## src/rtl/rv_wb_pkg.sv

```systemverilog
// Shared types and constants for the integer register-file writeback slice.
package rv_wb_pkg;

  localparam int unsigned XLEN     = 32;
  localparam int unsigned REG_AW   = 5;
  localparam int unsigned NUM_REGS = 32;

  typedef struct packed {
    logic [REG_AW-1:0] rd;
    logic [XLEN-1:0]   data;
  } wb_req_t;

endpackage

```

## src/rtl/wb_scoreboard.sv

```systemverilog
// Pending-write scoreboard: one busy bit per integer register plus a 3-way hazard lookup.
module wb_scoreboard
  import rv_wb_pkg::*;
(
  input  logic                clk,
  input  logic                rst,
  input  logic                set_en_i,
  input  logic [REG_AW-1:0]   set_rd_i,
  input  logic                clr_en_i,
  input  logic [REG_AW-1:0]   clr_rd_i,
  input  logic [REG_AW-1:0]   q_rs1_i,
  input  logic [REG_AW-1:0]   q_rs2_i,
  input  logic [REG_AW-1:0]   q_rd_i,
  input  logic                rs1_ign_i,
  input  logic                rs2_ign_i,
  output logic                hazard_o,
  output logic [NUM_REGS-1:0] busy_o
);

  logic [NUM_REGS-1:0] busy_q, busy_d;
  logic [NUM_REGS-1:0] set_mask, clr_mask;

  always_comb begin
    set_mask = '0;
    clr_mask = '0;
    if (set_en_i) set_mask[set_rd_i] = 1'b1;
    if (clr_en_i) clr_mask[clr_rd_i] = 1'b1;
    // Set is applied after clear so a same-cycle reissue keeps the bit; x0 is never busy.
    busy_d    = (busy_q & ~clr_mask) | set_mask;
    busy_d[0] = 1'b0;
  end

  always_ff @(posedge clk or posedge rst) begin
    if (rst) busy_q <= '0;
    else     busy_q <= busy_d;
  end

  // busy_q[0] is constantly 0, which masks x0 in every lookup.
  assign hazard_o = (busy_q[q_rs1_i] & ~rs1_ign_i) |
                    (busy_q[q_rs2_i] & ~rs2_ign_i) |
                    busy_q[q_rd_i];
  assign busy_o   = busy_q;

endmodule

```

## src/rtl/reg_writeback_unit.sv

```systemverilog
// Merges ALU and long-latency writebacks onto the single register-file write port.
// Optional WB_BYPASS_EN exposes the buffered long-latency result to decode.
module reg_writeback_unit
  import rv_wb_pkg::*;
#(
  parameter int unsigned XLEN         = 32,
  parameter int unsigned STARVE_LIMIT = 4
) (
  input  logic                clk,
  input  logic                rst,
  input  logic                alu_valid,
  input  logic [REG_AW-1:0]   alu_rd,
  input  logic [XLEN-1:0]     alu_data,
  output logic                alu_stall,
  input  logic                lu_issue,
  input  logic [REG_AW-1:0]   lu_issue_rd,
  input  logic                lu_valid,
  output logic                lu_ready,
  input  logic [REG_AW-1:0]   lu_rd,
  input  logic [XLEN-1:0]     lu_data,
  output logic                rf_we,
  output logic [REG_AW-1:0]   rf_waddr,
  output logic [XLEN-1:0]     rf_wdata,
  input  logic [REG_AW-1:0]   q_rs1,
  input  logic [REG_AW-1:0]   q_rs2,
  input  logic [REG_AW-1:0]   q_rd,
`ifdef WB_BYPASS_EN
  output logic                byp_rs1_hit,
  output logic                byp_rs2_hit,
  output logic [XLEN-1:0]     byp_rs1_data,
  output logic [XLEN-1:0]     byp_rs2_data,
`endif
  output logic                hazard,
  output logic [NUM_REGS-1:0] busy_mask
);

  localparam int unsigned CntW = $clog2(STARVE_LIMIT + 1);

  wb_req_t           buf_q, buf_d;
  logic              buf_valid_q, buf_valid_d;
  logic [CntW-1:0]   starve_q, starve_d;
  logic              rf_we_q, rf_we_d;
  logic [REG_AW-1:0] rf_waddr_q, rf_waddr_d;
  logic [XLEN-1:0]   rf_wdata_q, rf_wdata_d;

  logic    starve_max, drain, alu_acc, lu_xfer, wr_fire;
  wb_req_t wr_req;
  logic    rs1_ign, rs2_ign;

  always_comb begin
    starve_max = (starve_q == CntW'(STARVE_LIMIT));
    drain      = buf_valid_q & (~alu_valid | starve_max);
    alu_stall  = alu_valid & buf_valid_q & starve_max;
    alu_acc    = alu_valid & ~alu_stall;
    // Held low through reset so upstream cannot hand over a result that would be discarded.
    lu_ready   = ~rst & (~buf_valid_q | drain);
    lu_xfer    = lu_valid & lu_ready;

    wr_fire = drain | alu_acc;
    wr_req  = drain ? buf_q : wb_req_t'{rd: alu_rd, data: alu_data};

    rf_we_d    = wr_fire & (wr_req.rd != '0);
    rf_waddr_d = wr_fire ? wr_req.rd : rf_waddr_q;
    rf_wdata_d = wr_fire ? wr_req.data : rf_wdata_q;

    buf_valid_d = (buf_valid_q & ~drain) | lu_xfer;
    buf_d       = lu_xfer ? wb_req_t'{rd: lu_rd, data: lu_data} : buf_q;

    starve_d = starve_q;
    if (drain) begin
      starve_d = '0;
    end else if (buf_valid_q && alu_valid && !starve_max) begin
      starve_d = starve_q + 1'b1;
    end
  end

  always_ff @(posedge clk or posedge rst) begin
    if (rst) begin
      buf_q       <= '0;
      buf_valid_q <= 1'b0;
      starve_q    <= '0;
      rf_we_q     <= 1'b0;
      rf_waddr_q  <= '0;
      rf_wdata_q  <= '0;
    end else begin
      buf_q       <= buf_d;
      buf_valid_q <= buf_valid_d;
      starve_q    <= starve_d;
      rf_we_q     <= rf_we_d;
      rf_waddr_q  <= rf_waddr_d;
      rf_wdata_q  <= rf_wdata_d;
    end
  end

  assign rf_we    = rf_we_q;
  assign rf_waddr = rf_waddr_q;
  assign rf_wdata = rf_wdata_q;

`ifdef WB_BYPASS_EN
  assign byp_rs1_hit  = buf_valid_q & (q_rs1 != '0) & (buf_q.rd == q_rs1);
  assign byp_rs2_hit  = buf_valid_q & (q_rs2 != '0) & (buf_q.rd == q_rs2);
  assign byp_rs1_data = buf_q.data;
  assign byp_rs2_data = buf_q.data;
  assign rs1_ign      = byp_rs1_hit;
  assign rs2_ign      = byp_rs2_hit;
`else
  assign rs1_ign = 1'b0;
  assign rs2_ign = 1'b0;
`endif

  wb_scoreboard u_scoreboard (
    .clk       (clk),
    .rst       (rst),
    .set_en_i  (lu_issue),
    .set_rd_i  (lu_issue_rd),
    .clr_en_i  (drain),
    .clr_rd_i  (buf_q.rd),
    .q_rs1_i   (q_rs1),
    .q_rs2_i   (q_rs2),
    .q_rd_i    (q_rd),
    .rs1_ign_i (rs1_ign),
    .rs2_ign_i (rs2_ign),
    .hazard_o  (hazard),
    .busy_o    (busy_mask)
  );

`ifndef SYNTHESIS
  // Decode's hazard check must keep an ALU op off a register the buffer is about to retire.
  a_no_same_rd : assert property (@(posedge clk) disable iff (rst)
    !(alu_valid && drain && alu_rd != '0 && alu_rd == buf_q.rd));
`endif

endmodule

```

## config.mk

```make
export PLATFORM = sky130hd
export DESIGN_NAME = reg_writeback_unit
export DESIGN_NICKNAME = d
export VERILOG_FILES = /design/src/rtl/rv_wb_pkg.sv /design/src/rtl/wb_scoreboard.sv /design/src/rtl/reg_writeback_unit.sv
export SDC_FILE = /design/constraint.sdc
export NUM_CORES = 1
export LEC_CHECK = 0
export CAP_MARGIN = 20
export CORE_ASPECT_RATIO = 0.9
export CORE_MARGIN = 2
export CORE_UTILIZATION = 47
export CTS_CLUSTER_DIAMETER = 100
export DETAILED_ROUTE_END_ITERATION = 10
export PLACE_DENSITY = 0.78
export SLEW_MARGIN = 20
export SYNTH_ARGS = -nofsm -noshare
export SYNTH_HDL_FRONTEND = slang
export SYNTH_SLANG_ARGS = --single-unit
```

## constraint.sdc

```tcl
create_clock -name clk -period 5.25 [get_ports clk]
set_input_delay 1.575 -clock clk [delete_from_list [all_inputs] [get_ports clk]]
set_output_delay 1.575 -clock clk [all_outputs]
set_load 0.01 [all_outputs]
```

==> impl_metrics.csv, run 1 <==
group,metric,value,unit
run_status,status,"finished clean",
timing,relSlewSlack,23.7,%
clock_network,htreeDepth,3,
clock_network,cts_root_buf,"clkbuf_16",
clock_network,clkSlewWorstSetupHoldPaths,0.07,ns
floorplan,die_w,117,um
grt,grt_pass1_wl,26.7,mm
worst_setup_path,worst_r2r_endpoint,"buf_q[3]",
yosys,yosysTopAreaCellShare,50.8,%
worst_setup_path,rr_startpoint,"starve_q[0]",
timing,finalSetupViolations,0,
timing,fin_crit,5.05,ns
grt,overflow,0,
layout,layout-drive-gt1-share,17.1,%
yosys,synth_xor_area_share,0,%
place,detailed_place_hpwl,12.7,mm
grt,antenna_found_initial,0,
yosys,synth.ff_latch_count,110,
yosys,ys_warn_count,0,
clock_network,clk_latency,0.34,ns
worst_hold_path,min-delay-start,"buf_q[20]",
routing,routed-via-count,4662,
routing,viasPerCell,5.88,
yosys,synth-compound-area-share,14.0,%
grt,track_usage,28.3,%
worst_setup_path,arrival,3.47,ns
layout,final_util,67.8,%
yosys,seq_area_frac_synth,50.8,%
floorplan,rows,37,
floorplan,die_h,106,um
yosys,netlist_area,5420,um^2
routing,drtIter0Drc,412,
timing,clock_skew,0.00813,ns
timing,grt_setup_unrepaired,"no",
routing,drt-total-wl,16.9,mm
yosys,yosysTopAreaCell,"dfrtp_1",
yosys,synthMuxAreaShare,18.6,%
routing,ant_nets,0,
yosys,ys_types,47,
clock_network,clock_sinks,110,
place,place_congestion,0.935,
job,maxCapViolations,0,
yosys,yosysMostFrequentCell,"dfrtp_1",
worst_hold_path,hp-class,"reg -> reg",
yosys,synth_nets,561,
yosys,synth-edff-count,0,
worst_setup_path,r2r_setup_slack,2.85,ns
worst_hold_path,hold_depth,1,
routing,drt_first_pass_iters,8,
layout,nNetsFinal,734,
yosys,async_flop_share,100,%
clock_network,tritoncts,"yes",
place,post_dp_cell_area,7310,um^2
worst_setup_path,r2r_cells,6,
timing,worst_slew_pin_slew,1.14,ns
layout,syn2layout_area_growth,42.0,%
place,numPlacedInstances,777,
yosys,avgSynthCellArea,11.8,um^2
clock_network,cts-buffers-inserted,9,
worst_hold_path,worst_hold_path.endpoint,"buf_q[20]",
timing,hold_viol,0,
routing,drc,0,
yosys,synthTopCellsByCount,"110 x dfrtp_1, 43 x mux2_2, 37 x nand2_1",
clock_network,cts_buffer_depth,2,
timing,timing.fmax,198,MHz
layout,diodes,0,
layout,fin_area,7690,um^2
yosys,synthAdderAreaFrac,0.462,%
floorplan,die-area,12400,um^2
yosys,synthFlopType,"dfrtp_1",
worst_setup_path,cp-start-kind,"input port",
clock_network,holdBufCountCts,0,
place,io_buffers,170,
power_and_ir_drop,ir_worst_vdd,0.243,mV
power_and_ir_drop,p_leak,0.00322,uW
worst_setup_path,crit_type,"in -> out",
floorplan,core-area,11300,um^2
timing,period_share,96.2,%
layout,final_cells,793,
floorplan,io_pins,172,
yosys,synthSimpleGateAreaFrac,11.0,%
yosys,syn_inst,460,
power_and_ir_drop,p_per_area,410,nW/um^2
worst_setup_path,cp.required,3.68,ns
yosys,synth_area_leaders,"dfrtp_1 51%, mux2_2 8.9%, mux4_2 5.8%",
worst_setup_path,cp-end-kind,"output port",
grt,first_global_vias,4992,
timing,report.final.slew_viol_count,0,
routing,wl_per_cell,21.3,um
grt,grt_max_degree,63,
floorplan,start_util,47.7,%
yosys,synth_top_family_by_area,"multiplexers",
worst_setup_path,cp_max_fo,2,
-- flip-flops by register name, summed over array words and instances, names as in the netlist --
| signal | flops |
|---|---|
| rf_wdata | 32 |
| u_scoreboard.busy_o | 31 |
| buf_q | 37 |
| starve_q | 3 |
| rf_waddr | 5 |
| buf_valid_q | 1 |
| rf_we | 1 |
-- cell families after synthesis --
logic type | Yosys count
and+or+nand+nor | 120
DFF | 110
AOI/OAI and AO/OA | 98
muxes | 71
buffers and inverters | 58
adders and majority gates | 2
other | 1
-- worst max-delay path by stage --
stage                    end  depth (start not counted)      from  slack, ns
finish                hazard                          8  q_rs1[1]       0.20
detailed placement    hazard                          9  q_rs2[1]      -0.44
global route          hazard                          8  q_rs1[1]       0.08
global placement      hazard                          9  q_rs1[0]      -0.44
floorplan           buf_q[0]                          1       rst       0.77
CTS                   hazard                          9  q_rs2[1]      0.009
-- cell type report --
cell class	count	area (um^2)
multi-input cells	292	2440
inverters	30	115
well taps	156	195
clock inverters	3	42.5
repair buffers	190	1870
fillers	891	3650
clock buffers	12	267
flip-flops and latches	110	2750
-- report_power, final --
| part | leakage, uW | internal [uW] | switching (uW) |
|---|---|---|---|
| Sequential | 0.00130 | 1080 | 283 |
| Combinational | 0.00177 | 651 | 437 |
| Clock | 0.000151 | 406 | 297 |
-- metrics by stage --
step	setup WS [ns]	hold slack (ns)	power (uW)	setup TNS, ns
CTS	0.00901	0.495	3150	0
detailed placement	-0.437	0.484	2440	-0.437
global placement	-0.444	0.470	2410	-0.444
finish	0.201	0.492	3150	0
global route	0.0794	0.511	3310	0
floorplan	0.773	0.457	1810	0
-- layer usage --
metal	wire, um	vias up	global-route usage [%]	share of wire [%]
met4	194	0	6.39	1.1
met1	6900	2338	37.4	41
met2	8120	241	45.7	48
met3	1680	15	9.03	9.9
li1	-	2068	-	-
met5	0	-	0	0
-- cell usage in the layout (no fill, tap or decap), types with 3 or more instances in the layout --
| master | count |
|---|---|
| clkdlybuf4s50_1 | 165 |
| dfrtp_1 | 110 |
| mux2_2 | 42 |
| nand2_1 | 37 |
| nor2_1 | 32 |
| inv_1 | 29 |
| a222oi_1 | 23 |
| o21ai_0 | 19 |
| buf_4 | 17 |
| mux4_2 | 16 |
| a22o_1 | 15 |
| o22ai_1 | 13 |
| nand3_1 | 10 |
| clkbuf_16 | 9 |
| nand3b_1 | 7 |
| nor3b_1 | 7 |
| mux2i_1 | 7 |
| o2bb2ai_1 | 6 |
| a31oi_1 | 6 |
| nand2b_1 | 4 |
| nor3_1 | 4 |
| mux2_1 | 3 |
| clkbuf_8 | 3 |
| dlymetal6s2s_1 | 3 |
-- timing repair --
action                                 4_1_cts  5_1_grt
buffers inserted                             1        0
endpoints found under the hold margin        0        0
resized for setup                           11       13
pin swaps                                    2        2
setup endpoints to repair                    1        1
-- worst max-delay path, cell delays in order --
cell and delay, ns:
clkdlybuf4s50_1 0.48, mux2_2 0.34, a221oi_1 0.33, a2111oi_2 0.12, a2111oi_4 0.21, buf_4 0.16, nand4_1 0.09, buf_2 0.16
(Power assumes the default switching activity.)
==> run 2: changes to the inputs <==
- CORE_UTILIZATION: 47 -> 44
- PLACE_DENSITY: 0.78 -> 0.74
- SETUP_SLACK_MARGIN: default -> 0.15
==> run 2 against run 1 <==
Effect of this change:
- die area increased by 6.6%
- clock power decreased by 3%
- fmax increased by 1.6%
- power decreased by 1.8%
- clock skew about the same
- sequential cell count unchanged
- cell count decreased by 0.25%
- setup slack improved by 0.078 ns
- clock-buffer cell count decreased by 1
- critical endpoint unchanged
- largest power group unchanged
==> impl_metrics.csv, run 2 (synthesized netlist as in run 1, its figures left out) <==
group,metric,value,unit
run_status,status,"finished clean",
grt,overflow,0,
timing,fin_crit,4.97,ns
timing,relSlewSlack,25.6,%
clock_network,cts-buffers-inserted,9,
routing,ant_nets,0,
routing,drtIter0Drc,447,
worst_setup_path,cp.required,3.68,ns
floorplan,rows,38,
layout,final_util,63.3,%
timing,clock_skew,0.00801,ns
timing,finalSetupViolations,0,
clock_network,tritoncts,"yes",
layout,final_common_cell,"clkdlybuf4s50_1",
routing,drt-total-wl,16.5,mm
worst_setup_path,slowest_delay,0.60,ns
clock_network,htreeDepth,3,
routing,drc,0,
job,maxCapViolations,0,
layout,final_cell_mix,"164 x clkdlybuf4s50_1, 110 x dfrtp_1, 43 x mux2_2, 37 x nand2_1, 32 x nor2_1",
grt,antenna_found_initial,0,
worst_setup_path,path_cells,"clkdlybuf4s50_1 > mux4_2 > mux2i_1 > o21ai_0 > o22ai_1 > nand4_1 > buf_2",
clock_network,cts_root_buf,"clkbuf_16",
power_and_ir_drop,ir_worst_vdd,0.196,mV
layout,final_cells,791,
layout,top_register,"buf_q",
grt,first_global_vias,4866,
layout,largest_register_ffs,37,
floorplan,die_h,109,um
timing,worst_slew_pin_slew,1.12,ns
worst_setup_path,cp-start-kind,"input port",
timing,grt_setup_unrepaired,"no",
timing,report.final.slew_viol_count,0,
worst_hold_path,hp-class,"reg -> reg",
power_and_ir_drop,p_per_area,406,nW/um^2
floorplan,core-area,12000,um^2
layout,nNetsFinal,727,
clock_network,cts_setup_buffers,0,
routing,drt_first_pass_iters,5,
place,io_buffers,170,
place,detailed_place_hpwl,12.3,mm
timing,hold_viol,0,
worst_setup_path,cp_max_fo,3,
routing,wl_per_cell,20.8,um
clock_network,clock_sinks,110,
worst_setup_path,cp-end-kind,"output port",
routing,wl_met1,6.58,mm
timing,period_share,94.7,%
layout,diodes,0,
grt,track_usage,25.8,%
worst_setup_path,crit_type,"in -> out",
clock_network,clk_latency,0.34,ns
timing,timing.fmax,201,MHz
clock_network,clkSlewWorstSetupHoldPaths,0.07,ns
power_and_ir_drop,p_leak,0.00320,uW
grt,grt_pass1_wl,26.2,mm
clock_network,holdBufCountCts,0,
routing,routed-via-count,4632,
routing,wl_met2,7.79,mm
layout,syn2layout_area_growth,40.6,%
worst_setup_path,arrival,3.40,ns
place,numPlacedInstances,775,
worst_setup_path,crit_family,"buffers and inverters",
floorplan,die-area,13200,um^2
routing,viasPerCell,5.86,
worst_setup_path,slowest_stage,"clkdlybuf4s50_1",
power_and_ir_drop,report.power.total,3090,uW
floorplan,io_pins,172,
place,place_congestion,0.947,
layout,layout-drive-gt1-share,15.7,%
routing,top_layer,"met4",
clock_network,cts_buffer_depth,2,
routing,met3_wirelength,1.92,mm
grt,grt_max_degree,82,
worst_setup_path,path_buf_inv,2,
floorplan,die_w,121,um
floorplan,start_util,45.0,%
-- run 2: cell count changes in the layout (fill, tap and decap cells not counted), moves of 2 or more --
cell      change
buf_4         -8
clkbuf_8      -2
inv_6         +2
mux4_1        +2
mux4_2        -2
-- run 2: per-stage QoR --
step / hold slack, ns / instance area (um^2) / TNS, ns / setup slack [ns]
5_1_grt: 0.530 / 7610 / 0 / 0.225
6_report: 0.500 / 7610 / 0 / 0.278
3_5_place_dp: 0.484 / 7270 / -0.256 / -0.256
4_1_cts: 0.500 / 7580 / 0 / 0.161
2_1_floorplan: 0.457 / 5420 / 0 / 0.773
3_3_place_gp: 0.469 / 7270 / -0.252 / -0.252
-- run 2: layout make-up --
cell class	count	area (um^2)
Sequential cell	110	2750
Clock inverter	5	57.6
Inverter	30	118
Clock buffer	11	243
Tap cell	160	200
Fill cell	964	4420
Timing Repair Buffer	183	1830
Multi-Input combinational cell	292	2420
-- run 2: worst paths after layout --
kind	from	end	slack, ns	depth (start not counted)
setup / recovery	q_rd[2]	hazard	0.28	7
hold / removal	buf_q[24]	buf_q[24]	0.50	1
setup reg to reg	starve_q[0]	buf_q[31]	2.82	6
hold reg to reg	buf_q[24]	buf_q[24]	0.50	1
max in group asynchronous	rst	buf_q[1]	2.77	3
min in group asynchronous	rst	u_scoreboard.busy_o[28]	1.78	2
-- run 2: per-layer routing --
layer	global-route usage, %	vias to the layer above
li1	-	2058
met1	32.7	2335
met2	41.7	226
met3	10.8	13
met4	5.15	0
met5	0	-
-- run 2: what timing repair did --
item | 4_1_cts | 5_1_grt
endpoints found under the setup margin | 1 | 1
gates resized for setup | 9 | 10
pin swaps | 2 | 5
-- run 2: power by group --
group	switching [uW]	total [uW]	leakage, uW	internal [uW]
Combinational	430	1070	0.00175	640
Sequential	266	1340	0.00130	1080
Clock	298	683	0.000150	384
